[src/rtl/mvu_pe_out_buf.sv]
// mvu_pe_out_buf: result buffer between the MVAU PE accumulators and an
// AXI4-Stream master port.
//
// Each in_acc_v pulse captures one PE-wide accumulator word into a small
// circular FIFO. The FIFO head is presented on m_axis_* with full ready/valid
// backpressure. A stall request is raised once occupancy reaches STALL_TH.
// A word that arrives while the FIFO is full and nothing is draining is
// dropped, and ovf_err latches until reset.
//
// Ports:
//   aclk, aresetn   clock, synchronous active-low reset
//   in_acc_v        single-cycle result-valid pulse
//   in_acc          packed lane results, lane p at [p*TDstI +: TDstI]
//   m_axis_tvalid   output word valid (FIFO non-empty)
//   m_axis_tready   downstream ready
//   m_axis_tdata    FIFO head word, same packing as in_acc
//   stall           occupancy >= STALL_TH
//   ovf_err         sticky dropped-result flag
//   occupancy       current entry count
module mvu_pe_out_buf #(
    parameter int unsigned PE         = 2,
    parameter int unsigned TDstI      = 16,
    parameter int unsigned FIFO_DEPTH = 4,
    parameter int unsigned STALL_TH   = 3
) (
    input  logic                               aclk,
    input  logic                               aresetn,
    input  logic                               in_acc_v,
    input  logic [PE*TDstI-1:0]                in_acc,
    output logic                               m_axis_tvalid,
    input  logic                               m_axis_tready,
    output logic [PE*TDstI-1:0]                m_axis_tdata,
    output logic                               stall,
    output logic                               ovf_err,
    output logic [$clog2(FIFO_DEPTH+1)-1:0]    occupancy
);

    localparam int unsigned DATA_W = PE * TDstI;
    localparam int unsigned PTR_W  = $clog2(FIFO_DEPTH);
    localparam int unsigned OCC_W  = $clog2(FIFO_DEPTH + 1);

    logic [DATA_W-1:0] r_mem [FIFO_DEPTH];
    logic [PTR_W-1:0]  r_wr_ptr;
    logic [PTR_W-1:0]  r_rd_ptr;
    logic [OCC_W-1:0]  r_occ;
    logic              r_tvalid;
    logic              r_stall;
    logic              r_ovf;

    logic              w_rd;
    logic              w_full;
    logic              w_wr;
    logic              w_drop;
    logic [OCC_W-1:0]  w_occ_nxt;

    // Handshake decode; a full FIFO still accepts a write when the head drains
    assign w_rd   = r_tvalid & m_axis_tready;
    assign w_full = (r_occ == OCC_W'(FIFO_DEPTH));
    assign w_wr   = in_acc_v & (~w_full | w_rd);
    assign w_drop = in_acc_v & w_full & ~w_rd;

    // Next occupancy
    always_comb begin
        w_occ_nxt = r_occ;
        if (w_wr && !w_rd) begin
            w_occ_nxt = r_occ + OCC_W'(1);
        end else if (w_rd && !w_wr) begin
            w_occ_nxt = r_occ - OCC_W'(1);
        end
    end

    // Storage array; contents are don't-care after reset
    always_ff @(posedge aclk) begin
        if (w_wr) begin
            r_mem[r_wr_ptr] <= in_acc;
        end
    end

    // Pointers, occupancy and status flags; tvalid/stall are registered
    // from next occupancy so they track r_occ exactly with no ready path
    always_ff @(posedge aclk) begin
        if (!aresetn) begin
            r_wr_ptr <= '0;
            r_rd_ptr <= '0;
            r_occ    <= '0;
            r_tvalid <= 1'b0;
            r_stall  <= 1'b0;
            r_ovf    <= 1'b0;
        end else begin
            if (w_wr) begin
                r_wr_ptr <= r_wr_ptr + PTR_W'(1);
            end
            if (w_rd) begin
                r_rd_ptr <= r_rd_ptr + PTR_W'(1);
            end
            r_occ    <= w_occ_nxt;
            r_tvalid <= (w_occ_nxt != '0);
            r_stall  <= (w_occ_nxt >= OCC_W'(STALL_TH));
            if (w_drop) begin
                r_ovf <= 1'b1;
            end
        end
    end

    assign m_axis_tvalid = r_tvalid;
    assign m_axis_tdata  = r_mem[r_rd_ptr];
    assign stall         = r_stall;
    assign ovf_err       = r_ovf;
    assign occupancy     = r_occ;

endmodule

[config.mk]
export PLATFORM = sky130hd
export DESIGN_NAME = mvu_pe_out_buf
export DESIGN_NICKNAME = d
export VERILOG_FILES = /design/src/rtl/mvu_pe_out_buf.sv
export SDC_FILE = /design/constraint.sdc
export NUM_CORES = 1
export LEC_CHECK = 0
export CORE_ASPECT_RATIO = 0.7
export CORE_MARGIN = 2
export CORE_UTILIZATION = 40
export DETAILED_ROUTE_END_ITERATION = 8
export GPL_ROUTABILITY_DRIVEN = 0
export PLACE_DENSITY_LB_ADDON = 0.2
export SYNTH_ARGS = -nofsm -noshare
export SYNTH_HDL_FRONTEND = slang
export SYNTH_SLANG_ARGS = --single-unit
[constraint.sdc]
create_clock -name aclk -period 2.43 [get_ports aclk]
set_clock_uncertainty 0.1 [all_clocks]
set_input_delay 0.243 -clock aclk [delete_from_list [all_inputs] [get_ports aclk]]
set_output_delay 0.243 -clock aclk [all_outputs]
set_load 0.01 [all_outputs]
======== After elaboration in Yosys (flattened, before gate mapping) ========
Memories as Yosys holds them, arrays and structs flattened. A register that Yosys moved wholly into a read port is not among the register bits.
Index checks and enable logic that the tools add are counted.
cells by class
  add/subtract/negate cells ............... 4
  order comparisons ....................... 1
  eq/ne operators ......................... 1
  muxes and demuxes ....................... 6
  bitwise operators ....................... 7
  reductions and logical operators ........ 5
operator list
  cell                                                                                  number
  3-bit two-way mux                                                                     2
  2-bit by 1-bit adder with 2-bit output (second input constant)                        2
  1-bit AND                                                                             4
  2-bit two-way mux                                                                     2
  3-bit by 1-bit adder with 3-bit output (second input constant)                        1
  3-bit equality test (second input constant)                                           1
  3-bit by 2-bit greater-or-equal comparator with 1-bit output (second input constant)  1
  3-bit nonzero test                                                                    1
  3-bit by 1-bit subtractor with 3-bit output (second input constant)                   1
  1-bit logical AND                                                                     2
  1-bit zero test                                                                       2
  1-bit two-way mux                                                                     2
  1-bit NOT                                                                             2
  1-bit OR                                                                              1
word-level totals
  bits in registers ....................... 10
  memory bits (writable) .................. 128
  bits of input ports ..................... 36
  output and inout bits ................... 38
  logic and storage cells ................. 31
  memories ................................ 1
memories
  name   words  bits a word  rd ports  clocked after Yosys merged registers in  wr ports  RTL line  RTL
  r_mem  4      32           1         1                                        1         42        logic [DATA_W-1:0] r_mem [FIFO_DEPTH];

======== Logic depth before layout (Yosys ltp) ========
Gate-level depths: netlist (run 1).
  word-level depth ........................ 9
  mapped depth ............................ 6
  mapped depth without buffers ............ 6

======== Worst setup path after synthesis (run 1) ========
Ideal clock, no wire load.
  path kind ............................... reg2reg
  start ................................... register r_occ[0], in the netlist occupancy[0]
  end ..................................... memory r_mem[0][0] (netlist name), enable pin
  setup time .............................. 0.392 ns
  arrival time ............................ 1.810 ns
  required time ........................... 1.938 ns
  setup slack ............................. 0.128 ns
  stages on the path, launching flop included .. 7
  cells stage by stage .................... dfxtp_1 inv_1 ha_1 nand2_1 nor2_1 nor2b_1 and2_1
on the way
  cells in the longest elaborated chain, start to end .. 6
ends and longest elaborated chain
  what                                     RTL line  RTL
  start, declared                          45        logic [OCC_W-1:0] r_occ;
  start signal, assigned                   96        r_occ <= w_occ_nxt;
  3-bit equality test                      58        assign w_full = (r_occ == OCC_W'(FIFO_DEPTH));
  1-bit NOT                                59        assign w_wr = in_acc_v & (~w_full | w_rd);
  1-bit OR                                 59
  1-bit AND                                59
  1-bit two-way mux                        74        if (w_wr) begin
  1-bit two-way mux (not written as such)  75        r_mem[r_wr_ptr] <= in_acc;
  end, declared                            42
No other way between the ends.

==> results of run 1 <==
-- power groups by stage --
stage	clock network (uW)	logic, uW	registers (uW)
finish	2280	1450	2960
detailed placement	0	1460	3000
CTS	2350	1470	2950
floorplan	0	746	2980
global route	2450	1570	2980
global placement	0	1460	3000
-- placed cells by master, fill, tap and decap left out, drive strengths merged, types with 2 or more instances in the layout --
| master | n |
|---|---|
| edfxtp | 128 |
| ha | 7 |
| buf | 13 |
| clkinvlp | 4 |
| a21oi | 2 |
| mux2i | 4 |
| xnor2 | 3 |
| dfxtp | 12 |
| nand2 | 3 |
| nor2b | 4 |
| inv | 5 |
| mux4 | 32 |
| clkinv | 8 |
| clkbuf | 18 |
| and2 | 10 |
| dlymetal6s2s | 6 |
| clkdlybuf4s50 | 67 |
-- final cells by class --
type / instances / area, um^2 / share of cell area, %
inverter: 4 / 15.0 / 0.218
timing repair buffer: 87 / 968 / 14.1
sequential: 140 / 4090 / 59.4
clock buffer: 17 / 425 / 6.18
multi-input combinational: 75 / 1080 / 15.7
clock inverter: 14 / 105 / 1.53
tap: 162 / 203 / 2.94
-- per-layer routing --
metal / vias up / wire length, um / global-route usage (%)
li1: 1130 / - / -
met1: 1290 / 4610 / 20.5
met2: 61 / 4420 / 21.7
met3: 7 / 448 / 5.06
met4: 0 / 63 / 5.08
met5: - / 0 / 0
-- per-stage QoR --
step                instances  util [%]  power, uW  cell area (um^2)
floorplan                 229         -       3730              5220
global placement          467      50.1       4460              6310
detailed placement        467      50.1       4460              6310
CTS                       498      54.3       6770              6840
global route              499      54.7       6990              6880
finish                    499      54.7       6690              6880
-- flip-flops by register name, indices dropped and copies added (netlist names), named ones only --
name / cells
r_wr_ptr: 2
ovf_err: 1
stall: 1
r_rd_ptr: 2
m_axis_tvalid: 1
r_mem: 128
occupancy: 3
-- worst paths after layout --
| check | from | cells after the start | slack, ns | end |
|---|---|---|---|---|
| worst max-delay path | flop | 3 | 0.07 | m_axis_tdata[2] |
| worst max register to register | occupancy[0]$_SDFF_PN0_ | 7 | 0.46 | r_mem[0][20]$_DFFE_PP_ |
| worst min register to register | ovf_err$_SDFFE_PN0P_ | 2 | 0.41 | ovf_err$_SDFFE_PN0P_ |
| worst min-delay path | in_acc[11] | 1 | 0.38 | r_mem[3][11]$_DFFE_PP_ |
-- cells by family (layout without fill, tap and decap cells) --
logic type	count (synthesis)	in the layout
flops	140	140
xor+xnor	4	4
fa+ha+maj	7	7
compound gates	8	8
simple gates	20	20
buf+inv	14	122
mux	36	36
-- repair_timing --
action / CTS / global route
gates resized for setup: 0 / 7
endpoints found under the hold margin: 0 / 0
endpoints found under the setup margin: 0 / 12
==> results.ini, run 1 <==
[synth]
synthArstFlopShare_pct = 0
syn_area_um2 = 5220
synth_top_family_by_area = multiplexers
synth.most_common_cell = edfxtp_1
postSynthAreaPerCell_um2 = 22.8
synthTopCellsByArea = edfxtp_1 (74%), mux4_2 (14%), dfxtp_1 (4.6%)
syn_inst = 229
synth_xor_area_share_pct = 0.671
synthDistinctLibCells = 26
yosysSeqAreaShare_pct = 78.2
synthSimpleGateAreaFrac_pct = 2.30
synthMuxAreaShare_pct = 14.6
synth_nets = 272
synth-edff-count = 128
yosysWarnings = 0
synth_compound_area_share_pct = 1.32
yosys.area.top_type = edfxtp_1
yosysTopAreaCellShare_pct = 73.6
yosys-top-cells-count = edfxtp_1 (128), mux4_2 (32), dfxtp_1 (12), and2_1 (9), ha_1 (7)
synthFlopType = edfxtp_1
synth_fa_ha_area_share_pct = 1.68
synth_seq_cells = 140

[global_route]
gr-total-overflow = 0
grt_pass1_vias = 2723
grt_usage_pct = 14.7
grt_pass1_wl_um = 14800
grt_start_max_net_pins = 22
antenna_found_initial = 1

[clock_network]
clk_pin_slew_ns = 0.06
cts_max_level = 4
cts_tree = built
cts_hold_buf = 0
root_buffer = clkbuf_16
cts_sinks = 140
insertion_delay_ns = 0.41
post_cts_buffers = 0
clockBufferDepth = 2
cts_buffers = 17

[setup_path]
worstSetupPathType = flop to output port
path_cells = buf_12 > mux4_2 > clkdlybuf4s50_1
cp_data_required_time_ns = 2.09
critPathMaxFanout = 14
arrival_ns = 2.01
cp_top_family = buffers and inverters
slowest_stage = mux4_2
start_kind = flop
endpoint_kind = output port
path_buf_inv = 2
slowest_delay_ns = 0.52

[sta]
period_needed_ns = 2.36
maxSlewHeadroom_pct = 79.0
setup_viol = 0
fin_ws_ns = 0.0748
period_share_pct = 96.9
rsz0062_at_grt = false
worstMarginPinSlew_ns = 0.312
finalMaxSlewViolations = 0
fmax_mhz = 425
hold_violations = 0
hold_ws_ns = 0.376
final.setup.tns_ns = 0

[floorplanning]
die_h_um = 99.6
start_util_pct = 41.5
core_area_um2 = 12600
pin_count = 74
die_w_um = 141
die-area_um2 = 14000
core.rowCount = 34

[placement]
io_buffers = 73
hpwl_um = 6000
dpl_worst_slack_ns = 0.267

[power_and_ir_drop]
ir_worst_vdd_mv = 0.514
comb_power_share_pct = 21.7
internal_power_uw = 5090
clkPwrFrac_pct = 34.1
switching_share_pct = 23.9
p_leak_uw = 0.00232
p_sw_uw = 1600
power_frac_seq_pct = 44.2
power.density_nw_per_um2 = 972

[finish]
antenna_cells = 0
num-nets-final = 368
layout-drive-gt1-share_pct = 24.6
final.fill_count = 973
syn2layout_area_growth_pct = 31.8

[drt]
wl_per_cell_um = 19.1
via_per_inst = 4.99
wl_um = 9540
drc = 0
ant_nets = 0
drtIter0Drc = 99
dr_total_vias = 2488
first_pass_iters = 4

[run_status]
status = finished clean

[min_path]
hold_class = input port to flop

[run]
drv_cap = 0

(Power assumes the default switching activity.)
==> run 2, diff against run 1 <==
Settings changed: HOLD_SLACK_MARGIN set to 0.1.
==> results of run 2 <==
Final layout, timing and power as in run 1 (identical DEF).
==> run 3, diff against run 2 <==
Settings changed: SKIP_LAST_GASP set to 1.
==> results.ini, run 3 (same netlist as run 1, synthesis figures left out) <==
[run_status]
status = finished clean  ; unchanged

[sta]
hold_violations = 0  ; unchanged
period_share_pct = 96.8  ; was 96.9%
final.setup.tns_ns = 0  ; unchanged
setup_viol = 0  ; unchanged
period_needed_ns = 2.35  ; was 2.36 ns
rsz0062_at_grt = true  ; was false
fmax_mhz = 425  ; about the same
maxSlewHeadroom_pct = 79.0  ; unchanged
finalMaxSlewViolations = 0  ; unchanged
worstMarginPinSlew_ns = 0.312  ; unchanged
hold_ws_ns = 0.378  ; was 0.376 ns

[power_and_ir_drop]
comb_power_share_pct = 21.8  ; was 21.7%
ir_worst_vdd_mv = 0.511  ; was 0.514 mV
power_frac_seq_pct = 44.2  ; about the same
internal_power_uw = 5090  ; about the same
power.density_nw_per_um2 = 974  ; was 972 nW/um^2
clkPwrFrac_pct = 34.0  ; was 34.1%
p_sw_uw = 1600  ; about the same
switching_share_pct = 23.9  ; about the same
p_leak_uw = 0.00229  ; was 0.00232 uW

[clock_network]
insertion_delay_ns = 0.41  ; about the same
cts_hold_buf = 0  ; unchanged
cts_buffers = 17  ; unchanged
cts_max_level = 4  ; unchanged
cts_sinks = 140  ; unchanged
clockBufferDepth = 2  ; unchanged
cts_tree = built  ; unchanged
clk_pin_slew_ns = 0.06  ; about the same
root_buffer = clkbuf_16  ; unchanged

[placement]
hpwl_um = 6000  ; unchanged
io_buffers = 73  ; unchanged
placed_area_um2 = 6310  ; unchanged

[setup_path]
path_cells = buf_12 > mux4_2 > clkdlybuf4s50_1  ; unchanged
arrival_ns = 2.01  ; about the same
cp_top_family = buffers and inverters  ; unchanged
slowest_stage = mux4_2  ; unchanged
worstSetupPathType = flop to output port  ; unchanged
critPathMaxFanout = 14  ; unchanged
endpoint_kind = output port  ; unchanged
path_buf_inv = 2  ; unchanged
start_kind = flop  ; unchanged
slowest_delay_ns = 0.52  ; about the same
cp_data_required_time_ns = 2.09  ; about the same

[global_route]
antenna_found_initial = 1  ; unchanged
grt_start_max_net_pins = 22  ; unchanged
gr-total-overflow = 0  ; unchanged
grt_pass1_vias = 2723  ; unchanged
grt_usage_pct = 14.7  ; unchanged
grt_pass1_wl_um = 14800  ; unchanged

[finish]
mostFrequentLayoutCells = edfxtp_1 (128), clkdlybuf4s50_1 (70), mux4_2 (32)  ; was edfxtp_1 (128), clkdlybuf4s50_1 (67), mux4_2 (32)
final.fill_count = 973  ; unchanged
final_common_cell = edfxtp_1  ; unchanged
syn2layout_area_growth_pct = 31.6  ; was 31.8%
antenna_cells = 0  ; unchanged
fin_area_um2 = 6880  ; about the same
regMostFlops = r_mem  ; unchanged
multiInputGateArea_um2 = 1080  ; unchanged
final_core_util_pct = 54.6  ; was 54.7%
ff_latch_area_um2 = 4090  ; unchanged
num-nets-final = 368  ; unchanged
layout-drive-gt1-share_pct = 24.6  ; unchanged
largest_reg_flops = 128  ; unchanged

[drt]
drtIter0Drc = 107  ; was 99
first_pass_iters = 4  ; unchanged
via_per_inst = 4.98  ; was 4.99
wl_per_cell_um = 19.1  ; about the same
wl_um = 9550  ; was 9540 um
ant_nets = 0  ; unchanged
drc = 0  ; unchanged
dr_total_vias = 2486  ; was 2488

[min_path]
hold_class = input port to flop  ; unchanged

[floorplanning]
core_area_um2 = 12600  ; unchanged
die-area_um2 = 14000  ; unchanged
pin_count = 74  ; unchanged
core.rowCount = 34  ; unchanged
start_util_pct = 41.5  ; unchanged
die_h_um = 99.6  ; unchanged
die_w_um = 141  ; unchanged

[run]
drv_cap = 0  ; unchanged

## run 3: cell types whose count changed in the layout (fill, tap and decap cells not counted)
| cell | delta |
|---|---|
| clkdlybuf4s50_1 | +3 |
| dlymetal6s2s_1 | -3 |
## run 3: area by class of cell
type	instances	share of cell area [%]
Sequential cell	140	59.5
Multi-Input combinational cell	75	15.7
Timing Repair Buffer	87	14.0
Clock buffer	17	6.19
Tap cell	162	2.95
Clock inverter	14	1.53
Inverter	4	0.218
## run 3: path summary, 6_finish.rpt
path / from / end / slack [ns] / cells after the start
max: flop / m_axis_tdata[2] / 0.08 / 3
min: in_acc[11] / r_mem[3][11]$_DFFE_PP_ / 0.38 / 1
max reg2reg: occupancy[0]$_SDFF_PN0_ / r_mem[0][20]$_DFFE_PP_ / 0.46 / 7
min reg2reg: ovf_err$_SDFFE_PN0P_ / ovf_err$_SDFFE_PN0P_ / 0.41 / 2
## run 3: layer usage
| metal | global-route usage, % | vias to the layer above | wire length (um) | share of wire [%] |
|---|---|---|---|---|
| met3 | 5.06 | 7 | 450 | 4.7 |
| met5 | 0 | - | 0 | 0 |
| li1 | - | 1130 | - | - |
| met4 | 5.08 | 0 | 63 | 0.66 |
| met2 | 21.7 | 65 | 4430 | 46 |
| met1 | 20.5 | 1284 | 4610 | 48 |
## run 3: power groups by stage
stage	logic (uW)	clock network, uW	registers [uW]
floorplan	746	0	2980
CTS	1470	2350	2950
detailed placement	1460	0	3000
global placement	1460	0	3000
finish	1460	2280	2960
global route	1570	2450	2980
## run 3: per-stage QoR
step / std cells / worst slack, ns / power [uW]
2_1_floorplan: 229 / 0.128 / 3730
3_3_place_gp: 467 / 0.281 / 4460
3_5_place_dp: 467 / 0.267 / 4460
4_1_cts: 498 / 0.00127 / 6770
5_1_grt: 499 / -0.0136 / 7000
6_report: 499 / 0.0773 / 6690
## run 3: timing repair
item	in CTS	in global routing
resized for setup	0	4
buffers inserted	0	0
setup endpoints to repair	0	12
hold endpoints to repair	0	0
## run 3: worst register-to-register path: stages (launching register included)
cell	delay, ns
dfxtp_1	0.41
inv_1	0.09
ha_1	0.23
nand2_1	0.10
nor2_1	0.05
nor2b_1	0.18
and2_2	0.22
buf_4	0.26
